===== src/rtl/alu_cmd_issuer.sv =====
// Purpose : issue ALU commands (A/B/op) from a valid/ready stream to a combinational ALU,
//           capture the result, optionally check it against an expected value, count pass/fail.
// Latency : 2 cycles from handshake to rsp_valid; 1 command/cycle while rsp_ready is high.
// Backpressure: rsp_valid && !rsp_ready freezes S1, S2 and alu_*; cmd_ready drops only when S1 is full.
//
// Ports:
//   clk, reset             clock, synchronous active-high reset
//   cmd_valid/cmd_ready    command handshake; cmd_op/a/b/exp/chk carry the command
//   alu_a/alu_b/alu_op     registered operands to the ALU; alu_c is its combinational result
//   rsp_valid/rsp_ready    response handshake; rsp_c is the result, rsp_mismatch the check outcome
//   clr_cnt                synchronous clear of pass_cnt/fail_cnt (wins over an increment)
//   pass_cnt/fail_cnt      saturating counts of checked commands that matched / mismatched
//   busy                   a command is in S1 or a response is pending
module alu_cmd_issuer #(
    parameter int WIDTH = 32,
    parameter int CNT_W = 16
) (
    input  logic             clk,
    input  logic             reset,
    input  logic             cmd_valid,
    output logic             cmd_ready,
    input  logic [2:0]       cmd_op,
    input  logic [WIDTH-1:0] cmd_a,
    input  logic [WIDTH-1:0] cmd_b,
    input  logic [WIDTH-1:0] cmd_exp,
    input  logic             cmd_chk,
    output logic [WIDTH-1:0] alu_a,
    output logic [WIDTH-1:0] alu_b,
    output logic [2:0]       alu_op,
    input  logic [WIDTH-1:0] alu_c,
    output logic             rsp_valid,
    input  logic             rsp_ready,
    output logic [WIDTH-1:0] rsp_c,
    output logic             rsp_mismatch,
    input  logic             clr_cnt,
    output logic [CNT_W-1:0] pass_cnt,
    output logic [CNT_W-1:0] fail_cnt,
    output logic             busy
);

    localparam logic [CNT_W-1:0] CNT_MAX = '1;
    localparam logic [CNT_W-1:0] CNT_ONE = {{(CNT_W-1){1'b0}}, 1'b1};

    // S1 (issue) state beyond the alu_* outputs
    logic             s1_valid;
    logic [WIDTH-1:0] s1_exp;
    logic             s1_chk;

    logic s2_free;
    logic s1_adv;
    logic cmd_acc;
    logic s1_match;

    // S2 can take a new result when it is empty or its result leaves this cycle.
    assign s2_free  = !rsp_valid || rsp_ready;
    assign s1_adv   = s1_valid && s2_free;
    // Ready depends only on pipeline state, never on cmd_valid.
    assign cmd_ready = !s1_valid || s2_free;
    assign cmd_acc   = cmd_valid && cmd_ready;
    assign s1_match  = (alu_c == s1_exp);
    assign busy      = s1_valid || rsp_valid;

    // ---------------------------------------------------------------------
    // S1: issue registers. alu_* keep their last values once S1 drains so
    // the ALU inputs do not toggle needlessly.
    // ---------------------------------------------------------------------
    always_ff @(posedge clk) begin
        if (reset) begin
            alu_a    <= '0;
            alu_b    <= '0;
            alu_op   <= '0;
            s1_exp   <= '0;
            s1_chk   <= 1'b0;
            s1_valid <= 1'b0;
        end else begin
            if (cmd_acc) begin
                alu_a    <= cmd_a;
                alu_b    <= cmd_b;
                alu_op   <= cmd_op;
                s1_exp   <= cmd_exp;
                s1_chk   <= cmd_chk;
                s1_valid <= 1'b1;
            end else if (s1_adv) begin
                s1_valid <= 1'b0;
            end
        end
    end

    // ---------------------------------------------------------------------
    // S2: response registers. A capture in the same cycle as a response
    // handshake simply overwrites, giving back-to-back responses.
    // ---------------------------------------------------------------------
    always_ff @(posedge clk) begin
        if (reset) begin
            rsp_c        <= '0;
            rsp_mismatch <= 1'b0;
            rsp_valid    <= 1'b0;
        end else begin
            if (s1_adv) begin
                rsp_c        <= alu_c;
                rsp_mismatch <= s1_chk && !s1_match;
                rsp_valid    <= 1'b1;
            end else if (rsp_ready) begin
                rsp_valid    <= 1'b0;
            end
        end
    end

    // ---------------------------------------------------------------------
    // Saturating pass/fail counters, updated on the capture edge of checked
    // commands. A clear in the same cycle wins over the increment.
    // ---------------------------------------------------------------------
    always_ff @(posedge clk) begin
        if (reset || clr_cnt) begin
            pass_cnt <= '0;
            fail_cnt <= '0;
        end else if (s1_adv && s1_chk) begin
            if (s1_match) begin
                if (pass_cnt != CNT_MAX) begin
                    pass_cnt <= pass_cnt + CNT_ONE;
                end
            end else begin
                if (fail_cnt != CNT_MAX) begin
                    fail_cnt <= fail_cnt + CNT_ONE;
                end
            end
        end
    end

endmodule


===== config.mk =====
export PLATFORM = sky130hd
export DESIGN_NAME = alu_cmd_issuer
export DESIGN_NICKNAME = d
export VERILOG_FILES = /design/src/rtl/alu_cmd_issuer.sv
export SDC_FILE = /design/constraint.sdc
export NUM_CORES = 1
export LEC_CHECK = 0
export CAP_MARGIN = 20
export CORE_UTILIZATION = 39
export DETAILED_ROUTE_END_ITERATION = 8
export PLACE_DENSITY = 0.74
export SLEW_MARGIN = 20
export SYNTH_ARGS = -nofsm -noshare
export SYNTH_HDL_FRONTEND = slang
export SYNTH_SLANG_ARGS = --single-unit

===== constraint.sdc =====
create_clock -name clk -period 1.95 [get_ports clk]
set_input_delay 0.39 -clock clk [delete_from_list [all_inputs] [get_ports clk]]
set_output_delay 0.39 -clock clk [all_outputs]
set_load 0.02 [all_outputs]

Word-level counts from Yosys, hierarchy flattened
Index checks and enable logic that the tools add are counted.
W data, S select, Z words.
{ "classes": {"n_addsub": 2, "mul": 0, "div": 0, "n_lt_le_gt_ge": 0, "n_eq_ne": 3, "shift": 0, "n_mux": 4, "n_bitwise": 1, "reduce_logical": 15} }
{ "op_table": {"columns": ["op", "count"], "rows": [
  ["$add A16 B1 Y16 const B", 2],
  ["$eq A32 B32 Y1", 1],
  ["$ne A16 B16 Y1 const B", 2],
  ["$reduce_and A3 Y1", 2],
  ["$logic_and A1 B1 Y1", 4],
  ["$logic_or A1 B1 Y1", 4],
  ["$mux W1", 4],
  ["$reduce_bool A2 Y1", 2],
  ["$logic_not A1 Y1", 3],
  ["$not A1 Y1", 1]
]} }
{ "totals": {"reg_bits": 167, "latchBits": 0, "mem_bits_rw": 0, "mem_bits_ro": 0, "input_bits": 137, "output_inout_bits": 135, "wordCells": 36, "n_memories": 0} }

Depth between registers and ports, before layout
{ "depth": {"depth_word": 5, "mapped_depth": 8, "mapped_depth_nobuf": 7} }

Least setup slack after synthesis
Ideal clock, no wire load.
{ "synth_path": {"kind": "register to register", "start": "reg pass_cnt[0]", "end": "reg pass_cnt[15]", "arrival_ns": 2.002, "required_time_ns": 1.819, "path_slack_ns": -0.183, "path_stages_with_launch": 8, "path_buffers": 0, "synth_period_minus_slack_ns": 2.133, "cell_sequence": "dfxtp_1 ha_1 nand3_1 nor3_1 or3_1 or4_1 o311ai_1 o41ai_1"} }
{ "synth_via": {"elab_chain_len": 2, "word_cells_on_any_way": 3, "cone_classes": "add/sub: 1; eq/ne: 1; reduce/logical: 1"} }
{ "synth_rtl": {"columns": ["element", "line", "source"], "rows": [
  ["start: declaration", "36", "output logic [CNT_W-1:0] pass_cnt,"],
  ["start signal: assignment", "120", "pass_cnt <= pass_cnt + CNT_ONE;"],
  ["parallel branches: the longest is 2 deep, another holds $add A16 B1 Y16", null, null]
]} }
Several ways; the timed one is not identified.
A chain may end at the register's enable or synchronous reset.

Final worst setup path
{ "layout_path": {"start": "in alu_c[15]", "end": "reg pass_cnt[3]"} }
{ "layout_via": {"elab_chain_len": 2} }
{ "layout_rtl": {"columns": ["element", "line", "source"], "rows": [
  ["start: declaration", "30", "input logic [WIDTH-1:0] alu_c,"],
  ["$eq A32 B32 Y1", "60", "assign s1_match = (alu_c == s1_exp);"],
  ["$reduce_and A3 Y1 (no source line)", null, null]
]} }
No other way between the ends.

==> flow_summary.ini <==
[status]
status = finished with violations
violations = setup timing

[global_route]
gr-usage-met3_pct = 7.82
grt-busiest-layer = met2
use_met1_pct = 30.6
antenna_found_initial = 0
grt_pass1_wl_um = 34800
grtUsageMet2_pct = 41.1
grt_max_degree = 136
track_usage_pct = 25.1
grt_pass1_vias = 6799
grt_overflow = 0

[pwr]
p_leak_uw = 0.00447
power_density_mw_per_mm2 = 745
finalPower_uw = 8410
vdd.ir_drop.worst_uv = 584

[yosys]
yosys.area_share.simple_pct = 26.0
synth_xor_area_share_pct = 4.18
ys_seq_area_share_pct = 49.9
synth_top_area_share_pct = 49.9
synthArstFlopShare_pct = 0
synth_top_family_by_area = simple AND/OR/NAND/NOR gates
ys_top_cells_by_area = dfxtp_1, nand2_1, a21oi_1, xor2_1, clkbuf_1
synth_top_area_cell = dfxtp_1
synth_nets = 993
ys_ff_latch = 167
ys_types = 43
syn_inst = 854
netlist_area_mm2 = 0.00670
synth-edff-count = 0
synth_fa_ha_area_share_pct = 0.373
avgSynthCellArea_um2 = 7.85
synth_mux_area_share_pct = 0.896
synth_commonest_cells = nand2_1, dfxtp_1, a21oi_1
yosys_warnings = 0
yosysMostFrequentCell = nand2_1
synth_compound_area_share_pct = 15.2
synth_ff_type = dfxtp_1

[cells_and_area]
seqCellArea_mm2 = 0.00338
area_growth_pct = 68.5
final.fill_count = 1384
diodes = 0
nNetsFinal = 1312
fin_util_pct = 67.6
multi_input_area_mm2 = 0.00348
fin_cells = 1406
drive_above_1_share_pct = 17.0

[timing]
tightest_slew_ns = 0.721
period_minus_slack_ns = 2.17
holdWs_ns = 0.302
setup_violations = 31
finClkSkew_ns = 0.0116
final.setup.worst_slack_ns = -0.215
max-slew-margin-rel_pct = 51.9
tns_ns = -3.53
finalMaxSlewViolations = 0
hold_violations = 0
fmaxAchievable_ghz = 0.462
rsz0062_at_grt = yes
fin_crit_sh_pct = 111

[cts]
cts_num_sinks = 167
numCtsBuffers = 17
cts_tree = yes
root_buffer = clkbuf_16
cts_buffer_depth = 2
htree_levels = 4
cts.clk_slew.worst_paths_ns = 0.06
cts_hold_buf = 0
clk_latency_ns = 0.43

[drt]
vias_per_cell = 5.06
ant_nets = 0
first_pass_iters = 5
routed_wl_um = 22300
routedWlPerCell_um = 15.9
num_vias = 7117
drcViolationCount = 0
drt_iter0_drc = 410

[floorplan]
row_count = 47
ios = 272
die_h_um = 133
core_mm2 = 0.0167
start_util_pct = 40.1
die_w_um = 133
die-area_mm2 = 0.0177

[critical_path]
max_stage_delay_ns = 0.46
worst-path-max-fanout = 5
critPathArrivalTime_ns = 2.48
cp_cell_sequence = clkdlybuf4s50_1, xor2_1, nor4_1, nand4_1, buf_6, nor3_4, buf_6, a31oi_2, a41o_1
start_kind = primary input
cp_slowest_cell = clkdlybuf4s50_1
critPathKind = primary input to flop
cp.required_ns = 2.26
crit_top_cell = buf_6
endpoint_kind = flop

[worst_hold_path]
min_path_type = primary input to flop

[placement]
dp.cells = 1366
io_buffers = 271
dpl.hpwl_um = 15500
place_congestion = 0.894

[flow_run]
drv_cap = 0
## metrics by stage
stage	cell area (um^2)	setup slack (ns)
after floorplan	6740	-0.00416
after global placement	10200	-0.870
after detailed placement	10200	-0.880
after CTS	11100	-0.132
after global routing	11300	-0.247
final	11300	-0.215
## critical path, delay by kind of cell
kind                   cells  cell delay, ns
buffers and inverters      3            0.80
AO/OA/AOI/OAI              2            0.31
XOR/XNOR                   1            0.19
AND/OR/NAND/NOR            3            0.78
## kinds of logic (layout without fill, tap and decap cells)
group                      count (synthesis)  count (layout)
AOI/OAI and AO/OA                        185             185
xor gates and xnor gates                  32              32
adders and majority gates                  2               2
buffers and inverters                     57             389
DFF                                      167             167
muxes                                      6               6
and+or+nand+nor                          405             405
## metal layers
layer	vias to the layer above	wire length, um
li1	3523	-
met1	3305	9020
met2	248	11100
met3	41	1740
met4	0	524
met5	-	0
## registers in the layout, summed over array words and instances, names as in the netlist
| signal | count |
|---|---|
| s1_valid | 1 |
| s1_chk | 1 |
| s1_exp | 32 |
| rsp_mismatch | 1 |
| rsp_valid | 1 |
| alu_b | 32 |
| fail_cnt | 16 |
| rsp_c | 32 |
| pass_cnt | 16 |
| alu_a | 32 |
| alu_op | 3 |
## area by class of cell
cell class	count	area share, %
clock inverter	12	1.45
sequential	167	29.9
multi-input combinational	630	30.8
tap	220	2.44
timing repair buffer	355	31.3
inverter	2	0.0665
clock buffer	20	4.04
## worst paths after layout
check        startpoint           to  slack (ns)  depth (start not counted)
max           alu_c[15]  pass_cnt[3]       -0.22                          9
min            alu_c[2]     rsp_c[2]        0.30                          3
max reg2reg  s1_exp[22]  pass_cnt[3]       -0.18                          9
min reg2reg   alu_b[12]    alu_b[12]        0.45                          2
## power breakdown
part           switching (uW)  internal, uW  total, uW
registers                84.4          3560       3640
clock network            1450          2110       3560
logic                     586           621       1210
total                    2120          6290       8410
## placed cells by master (no fill, tap or decap), types with 5 or more instances in the layout
master	synthesis	layout
nand3_1	13	8
mux2i_1	6	6
dfxtp_2	0	14
or3_1	16	12
xor2_1	32	26
o21ai_0	5	5
inv_6	0	5
buf_12	0	11
nor4_2	1	7
buf_6	1	5
nor2_1	23	20
clkbuf_16	0	17
nor3_1	10	7
dlymetal6s2s_1	0	7
dlygate4sd2_1	0	15
nand4_1	11	11
dfxtp_1	167	149
nand3_2	0	5
a21oi_1	149	143
buf_4	1	66
xor2_2	0	6
nand2_1	296	293
a41o_1	7	7
a21oi_2	0	6
clkdlybuf4s50_1	0	247
## what timing repair did
action,CTS,global route
setup endpoints to repair,35,39
resized for setup,52,52
buffers inserted,4,1
gates cloned,3,0
pin swaps,22,19
(Power assumes the default switching activity.)
